`src/rtl/spim_trace_pkg.sv`:
```
// Shared definitions for the spim trace buffer: FSM encoding, record field offsets and record width.
// REC_W grows by a 16-bit timestamp field when SPIM_TRACE_TIMESTAMP_EN is defined.
package spim_trace_pkg;

    typedef enum logic [1:0] {
        ST_IDLE    = 2'd0,
        ST_ARMED   = 2'd1,
        ST_CAPTURE = 2'd2,
        ST_DONE    = 2'd3
    } trace_state_e;

    localparam int ALU_LSB      = 0;
    localparam int INSTR_LSB    = 32;
    localparam int PC_LSB       = 64;
    localparam int PC_W         = 10;
    localparam int REGWRITE_BIT = 74;
    localparam int MEMWRITE_BIT = 75;
    localparam int ZERO_BIT     = 76;
    localparam int BRANCH_BIT   = 77;
    localparam int TS_LSB       = 78;
    localparam int TS_W         = 16;

    localparam int REC_W_BASE = 78;
    localparam int REC_W_TS   = 94;

`ifdef SPIM_TRACE_TIMESTAMP_EN
    localparam int REC_W = REC_W_TS;
`else
    localparam int REC_W = REC_W_BASE;
`endif

    function automatic logic [REC_W_BASE-1:0] pack_base(
        input logic            branch,
        input logic            zero,
        input logic            memwrite,
        input logic            regwrite,
        input logic [PC_W-1:0] pc,
        input logic [31:0]     instruction,
        input logic [31:0]     alu_result
    );
        return {branch, zero, memwrite, regwrite, pc, instruction, alu_result};
    endfunction

endpackage

```
`src/rtl/spim_trace_buffer_if.sv`:
```
// Record handshake between the trace buffer (master) and its consumer (slave).
interface spim_trace_buffer_if;
    import spim_trace_pkg::*;

    logic [REC_W-1:0] trace_data;
    logic             trace_valid;
    logic             trace_ready;

    modport master (output trace_data, output trace_valid, input trace_ready);
    modport slave  (input trace_data, input trace_valid, output trace_ready);

endinterface

```
`src/rtl/spim_trace_fifo.sv`:
```
// Synchronous FIFO with separately tracked level; a push into a full FIFO succeeds when a pop happens the same cycle.
module spim_trace_fifo #(
    parameter int DEPTH = 16,
    parameter int WIDTH = 78
) (
    input  logic                     clk,
    input  logic                     reset,
    input  logic                     push,
    input  logic [WIDTH-1:0]         push_data,
    input  logic                     pop,
    output logic [WIDTH-1:0]         head_data,
    output logic                     full,
    output logic                     empty,
    output logic [$clog2(DEPTH):0]   level
);
    localparam int PTR_W = $clog2(DEPTH);
    localparam int LVL_W = PTR_W + 1;

    logic [WIDTH-1:0] mem [DEPTH];
    logic [PTR_W-1:0] wr_ptr;
    logic [PTR_W-1:0] rd_ptr;
    logic             push_ok;
    logic             pop_ok;

    assign empty   = (level == '0);
    assign full    = (level == LVL_W'(DEPTH));
    assign pop_ok  = pop && !empty;
    assign push_ok = push && (!full || pop_ok);

    always_ff @(posedge clk) begin
        if (!reset) begin
            wr_ptr <= '0;
            rd_ptr <= '0;
            level  <= '0;
        end else begin
            if (push_ok) wr_ptr <= wr_ptr + PTR_W'(1);
            if (pop_ok)  rd_ptr <= rd_ptr + PTR_W'(1);
            case ({push_ok, pop_ok})
                2'b10:   level <= level + LVL_W'(1);
                2'b01:   level <= level - LVL_W'(1);
                default: level <= level;
            endcase
        end
    end

    always_ff @(posedge clk) begin
        if (push_ok) mem[wr_ptr] <= push_data;
    end

    // Storage is never reset, so the head is forced to zero while nothing is queued.
    assign head_data = empty ? '0 : mem[rd_ptr];

endmodule

```
`src/rtl/spim_trace_buffer.sv`:
```
// Triggered commit-trace capture for top_spim: FSM, window/drop counters and FIFO for draining records.
// Optional SPIM_TRACE_TIMESTAMP_EN prepends a free-running 16-bit cycle stamp to every record.
module spim_trace_buffer
    import spim_trace_pkg::*;
#(
    parameter int DEPTH       = 16,
    parameter int CAPTURE_LEN = 64
) (
    input  logic                       clk,
    input  logic                       reset,
    input  logic                       capture_en,
    input  logic [9:0]                 trig_pc,
    input  logic [9:0]                 pc_in,
    input  logic [31:0]                instruction_in,
    input  logic [31:0]                alu_result_in,
    input  logic                       branch_in,
    input  logic                       zero_in,
    input  logic                       memwrite_in,
    input  logic                       regwrite_in,
    spim_trace_buffer_if.master        trace,
    output logic [1:0]                 state_out,
    output logic [15:0]                drop_count,
    output logic [$clog2(DEPTH):0]     fifo_level
);
    trace_state_e     state_q;
    trace_state_e     state_d;
    logic [15:0]      win_cnt_q;
    logic [15:0]      win_cnt_d;
    logic             push_req;
    logic             pop_fire;
    logic             fifo_full;
    logic             fifo_empty;
    logic [REC_W-1:0] rec;
    logic [REC_W-1:0] head_data;

    function automatic logic [15:0] sat_inc16(input logic [15:0] v);
        return (v == 16'hFFFF) ? v : v + 16'd1;
    endfunction

    always_ff @(posedge clk) begin
        if (!reset) begin
            state_q   <= ST_IDLE;
            win_cnt_q <= '0;
        end else begin
            state_q   <= state_d;
            win_cnt_q <= win_cnt_d;
        end
    end

    // The trigger cycle itself is the first attempt of the window.
    always_comb begin
        state_d   = state_q;
        win_cnt_d = win_cnt_q;
        push_req  = 1'b0;
        case (state_q)
            ST_IDLE: begin
                win_cnt_d = '0;
                if (capture_en) state_d = ST_ARMED;
            end
            ST_ARMED: begin
                if (!capture_en) begin
                    state_d = ST_IDLE;
                end else if (pc_in == trig_pc) begin
                    push_req  = 1'b1;
                    win_cnt_d = 16'd1;
                    state_d   = (CAPTURE_LEN == 1) ? ST_DONE : ST_CAPTURE;
                end
            end
            ST_CAPTURE: begin
                if (!capture_en) begin
                    state_d = ST_IDLE;
                end else begin
                    push_req  = 1'b1;
                    win_cnt_d = win_cnt_q + 16'd1;
                    if (win_cnt_d == 16'(CAPTURE_LEN)) state_d = ST_DONE;
                end
            end
            ST_DONE: begin
                if (!capture_en) state_d = ST_IDLE;
            end
            default: state_d = ST_IDLE;
        endcase
    end

    assign pop_fire = trace.trace_valid && trace.trace_ready;

    always_ff @(posedge clk) begin
        if (!reset) begin
            drop_count <= '0;
        end else if (push_req && fifo_full && !pop_fire) begin
            drop_count <= sat_inc16(drop_count);
        end
    end

`ifdef SPIM_TRACE_TIMESTAMP_EN
    logic [TS_W-1:0] ts_q;

    always_ff @(posedge clk) begin
        if (!reset) ts_q <= '0;
        else        ts_q <= ts_q + TS_W'(1);
    end

    assign rec = {ts_q, pack_base(branch_in, zero_in, memwrite_in, regwrite_in,
                                  pc_in, instruction_in, alu_result_in)};
`else
    assign rec = pack_base(branch_in, zero_in, memwrite_in, regwrite_in,
                           pc_in, instruction_in, alu_result_in);
`endif

    spim_trace_fifo #(
        .DEPTH (DEPTH),
        .WIDTH (REC_W)
    ) u_fifo (
        .clk       (clk),
        .reset     (reset),
        .push      (push_req),
        .push_data (rec),
        .pop       (pop_fire),
        .head_data (head_data),
        .full      (fifo_full),
        .empty     (fifo_empty),
        .level     (fifo_level)
    );

    assign trace.trace_data  = head_data;
    assign trace.trace_valid = !fifo_empty;
    assign state_out         = state_q;

endmodule

```
`src/flat_wrapper.sv`:
```
// flat-port wrapper written by rule: the top's interface ports become plain ports
module spim_trace_buffer_flat import spim_trace_pkg::*;
#(
    parameter int DEPTH       = 16,
    parameter int CAPTURE_LEN = 64
)
  (clk, reset, capture_en, trig_pc, pc_in, instruction_in, alu_result_in, branch_in, zero_in, memwrite_in, regwrite_in, state_out, drop_count, fifo_level, trace_trace_data, trace_trace_valid, trace_trace_ready);
  spim_trace_buffer_if trace_i ();
  input  logic clk;
  input  logic reset;
  input  logic capture_en;
  input  logic [9:0] trig_pc;
  input  logic [9:0] pc_in;
  input  logic [31:0] instruction_in;
  input  logic [31:0] alu_result_in;
  input  logic branch_in;
  input  logic zero_in;
  input  logic memwrite_in;
  input  logic regwrite_in;
  output logic [1:0] state_out;
  output logic [15:0] drop_count;
  output logic [$clog2(DEPTH):0] fifo_level;
  output wire logic [$bits(trace_i.trace_data)-1:0] trace_trace_data;
  output wire logic [$bits(trace_i.trace_valid)-1:0] trace_trace_valid;
  input wire logic [$bits(trace_i.trace_ready)-1:0] trace_trace_ready;
  assign trace_trace_data = trace_i.trace_data;
  assign trace_trace_valid = trace_i.trace_valid;
  assign trace_i.trace_ready = trace_trace_ready;
  spim_trace_buffer #(.DEPTH(DEPTH), .CAPTURE_LEN(CAPTURE_LEN)) u_core (.clk(clk), .reset(reset), .capture_en(capture_en), .trig_pc(trig_pc), .pc_in(pc_in), .instruction_in(instruction_in), .alu_result_in(alu_result_in), .branch_in(branch_in), .zero_in(zero_in), .memwrite_in(memwrite_in), .regwrite_in(regwrite_in), .trace(trace_i), .state_out(state_out), .drop_count(drop_count), .fifo_level(fifo_level));
endmodule
```
`config.mk`:
```
export PLATFORM = sky130hd
export DESIGN_NAME = spim_trace_buffer_flat
export DESIGN_NICKNAME = d
export VERILOG_FILES = /design/src/rtl/spim_trace_pkg.sv /design/src/rtl/spim_trace_buffer_if.sv /design/src/rtl/spim_trace_fifo.sv /design/src/rtl/spim_trace_buffer.sv /design/src/flat_wrapper.sv
export SDC_FILE = /design/constraint.sdc
export NUM_CORES = 1
export LEC_CHECK = 0
export CAP_MARGIN = 15
export CORE_ASPECT_RATIO = 0.8
export CORE_MARGIN = 5
export CORE_UTILIZATION = 60
export DETAILED_ROUTE_END_ITERATION = 16
export PLACE_DENSITY = 0.83
export SLEW_MARGIN = 20
export SYNTH_ARGS = -nofsm -noshare
export SYNTH_HDL_FRONTEND = slang
export SYNTH_SLANG_ARGS = --single-unit
export TNS_END_PERCENT = 20
```
`constraint.sdc`:
```
create_clock -name clk -period 16.82 [get_ports clk]
set_input_delay 3.364 -clock clk [delete_from_list [all_inputs] [get_ports clk]]
set_output_delay 3.364 -clock clk [all_outputs]
set_load 0.01 [all_outputs]
```
==> run metrics <==
effective utilization at floorplan=between 60% and 70%; post-CTS sizing=0; total global-route track usage=around 27%; multi-input logic area=0.0115 mm^2; syn nets=2332; endpoints failing setup=0; Syn Inst Count=2223; total number of H-tree levels=3; placeable core area=around 0.084 mm^2; first-pass GRT wire length=between 150 and 200 mm; Seq/Total Area, Yosys=between 70% and 80%; Max clock buf depth=3; pwr/cell area=approximately 140 mW/mm^2; Post-synth EDFFs=1248; Pwr Total=roughly 7.8 mW; I/O Buffers=193; Die Ht=approximately 270 um; Reg area=0.0385 mm^2; Worst-Skew Late Latency=0.70 ns; clk slew on worst S/H paths=about 0.06 ns; largest stage delay on the critical path=approximately 0.70 ns; initial antenna violation count=16; CTS Root Cell=clkbuf_16; global route total overflow=0; peak supply drop=0.000124 V; CP Max Fanout=between 50 and 60; fmax=119 MHz; Reg2Reg Setup Slack=about 12 ns; crit share post-route=50.1%; setup TNS=0 ns; critical path required time=~13 ns; io pins=~190; die footprint=approximately 0.090 mm^2; FF+latch count, synth=1299; Final min period=about 8.4 ns; worst path cell trace=buf_6, buf_6, buf_6, mux4_2, mux4_2, and2_1, clkdlybuf4s50_1; reg-to-reg critical path startpoint=u_core.state_out[1]; RSZ-0062 raised after global routing=no; DRC Markers=0; WHS Endpoint=u_core.drop_count[15]; hold-critical path depth=2; Die W=around 330 um; first drt pass iteration count=7; Post-Syn Area per Cell=22.7 um^2; Worst Clk Skew=approximately 0.027 ns; CTS tree=built; Hold-fix buffers, CTS=0; relative slew slack=23.8%; status=finished, final reports clean; Max stage delay cell, worst path=buf_6; Hold Path Class=reg2reg; Via density=6.75; Rows=95; Layout Area Growth over Synthesis=13.9%; Max-Cap Viols=0; vias in the first global route=25980; pin count of the biggest net entering global routing=153; synthesized area=0.0504 mm^2; leakage power total=17.4 nW; worst r2r path cells=8; DP HPWL=between 50 and 60 mm; Fillers=roughly 4800; via count=24790; CTS Buf Count=approximately 120; crit path launch type=flop; drt total wl=120 mm; max-slew violations=0; CP dominant cell by count=buf_6; number of synthesis warnings=0; Reg2Reg Capture Point=u_core.u_fifo.mem[10][25]; count of nets after finishing=between 2000 and 3000; Hold Startpoint=u_core.drop_count[15]; Sink Count=around 1300; layout cells sized above 1=approximately a quarter; Routed Antenna Nets=0; WS Path Type=reg2out; Crit. End Element=primary output; DRT iter0 DRCs=roughly 3700; GP Congestion=between 0.7 and 0.8; Post-synth top flop=edfxtp_1; drt wl/cell=roughly 33 um; distinct cell type count after synthesis=~60; final hold vios=0; Async SR Flop Fraction=0%; Post-CTS Setup Repair Bufs=0; Worst-Margin Slew=1.14 ns; CP arrival=approximately 5.1 ns
cells in the mapped netlist (all sizes together) (6+ instances only):
master	number	area share, %
a21oi	19	0.19
and2	95	1.2
and3	7	0.087
and4	6	0.11
buf	27	0.21
clkbuf	87	0.65
dfxtp	51	2.0
edfxtp	1248	74
ha	16	0.40
inv	16	0.12
mux2i	8	0.16
mux4	390	17
nand2	29	0.22
nand2b	9	0.11
nand3	29	0.30
nand4	10	0.14
nor2	42	0.31
nor3	15	0.17
nor4	10	0.12
o21a	12	0.18
o21ai	13	0.13
or3	8	0.099
or4	6	0.097
xnor2	17	0.30
flip-flops by register name, indices dropped and copies added, names as in the netlist, named ones only:
register              cells
u_core.drop_count        16
u_core.win_cnt_q         16
u_core.u_fifo.wr_ptr      4
u_core.state_out          2
u_core.u_fifo.level       5
u_core.u_fifo.rd_ptr      4
u_core.u_fifo.mem      1248
cell type report:
class	instances	area share, %
Timing Repair Buffer	229	3.93
Clock inverter	68	1.03
Tap cell	1115	2.43
Inverter	16	0.105
Multi-Input combinational cell	794	20.0
Clock buffer	141	5.35
Sequential cell	1299	67.1
Antenna cell	8	0.0349
kinds of logic (layout without fill, tap and decap cells):
family          count (synthesis)  count (layout)  share of synthesized area, %
compound gates                 79              79                          1.10
xor+xnor                       22              22                         0.382
fa+ha+maj                      17              17                         0.437
buf+inv                       130             454                         0.978
flops                        1299            1299                          76.4
mux                           398             398                          17.6
other cells                     0               8                             0
simple gates                  278             278                          3.12
critical path: cells and delay by family, from the launching register on:
kind	cells	cell delay [ns]
and+or+nand+nor	1	0.19
muxes	2	1.19
buffers and inverters	4	2.43
DFF	1	0.45
stage by stage:
step / hold WS, ns / utilization, % / std cells / setup slack [ns] / instance area, um^2
after CTS: 0.487 / 68.5 / 3661 / 7.38 / 57300
after global routing: 0.513 / 68.6 / 3669 / 7.95 / 57400
after global placement: 0.465 / 64.1 / 3452 / 8.36 / 53600
after detailed placement: 0.477 / 64.1 / 3452 / 8.24 / 53600
after floorplan: 0.458 / - / 2223 / 8.14 / 50400
final: 0.480 / 68.6 / 3670 / 8.40 / 57400
where the power goes:
part	total (mW)	switching, mW	leakage [nW]	internal (mW)
Combinational	1.60	0.783	3.94	0.814
Sequential	3.57	0.0225	11.6	3.55
Clock	2.59	1.16	1.79	1.43
layout by cell type (no fill, tap or decap), types with 6 or more instances in the layout:
master / Yosys / final
or3_1: 8 / 8
diode_2: 0 / 8
clkinv_1: 0 / 28
inv_1: 16 / 16
nand2_1: 29 / 29
buf_4: 0 / 28
and3_1: 7 / 7
xnor2_1: 17 / 17
clkdlybuf4s50_1: 0 / 193
ha_1: 16 / 16
and2_1: 95 / 83
and2_4: 0 / 12
clkbuf_1: 86 / 20
nand4_1: 9 / 9
clkinv_2: 0 / 19
dfxtp_1: 51 / 47
buf_6: 0 / 6
o21a_1: 12 / 12
mux2i_1: 8 / 8
nor4_1: 10 / 10
a21oi_1: 19 / 19
clkbuf_16: 0 / 118
nor3_1: 14 / 14
nor2_1: 42 / 38
edfxtp_1: 1248 / 1248
mux4_2: 390 / 390
nand2b_1: 9 / 8
o21ai_0: 13 / 13
bufinv_16: 0 / 9
nand3_1: 28 / 28
per-layer routing:
metal | vias to the layer above | GRT usage [%] | share of wire (%)
li1 | 9875 | - | -
met1 | 12975 | 36.4 | 36
met2 | 1657 | 45.7 | 52
met3 | 271 | 4.98 | 8.8
met4 | 12 | 8.28 | 3.3
met5 | - | 0 | 0.064
worst max path at each step:
stage / startpoint / to / slack [ns]
4_1_cts: flop / trace_trace_data[70] / 7.38
5_1_grt: flop / trace_trace_data[70] / 7.95
6_report: flop / trace_trace_data[70] / 8.40
2_1_floorplan: trig_pc[3] / u_core.u_fifo.mem[10][0] / 8.14
3_5_place_dp: flop / trace_trace_data[70] / 8.24
3_3_place_gp: flop / trace_trace_data[70] / 8.36
(Power assumes the default switching activity.)
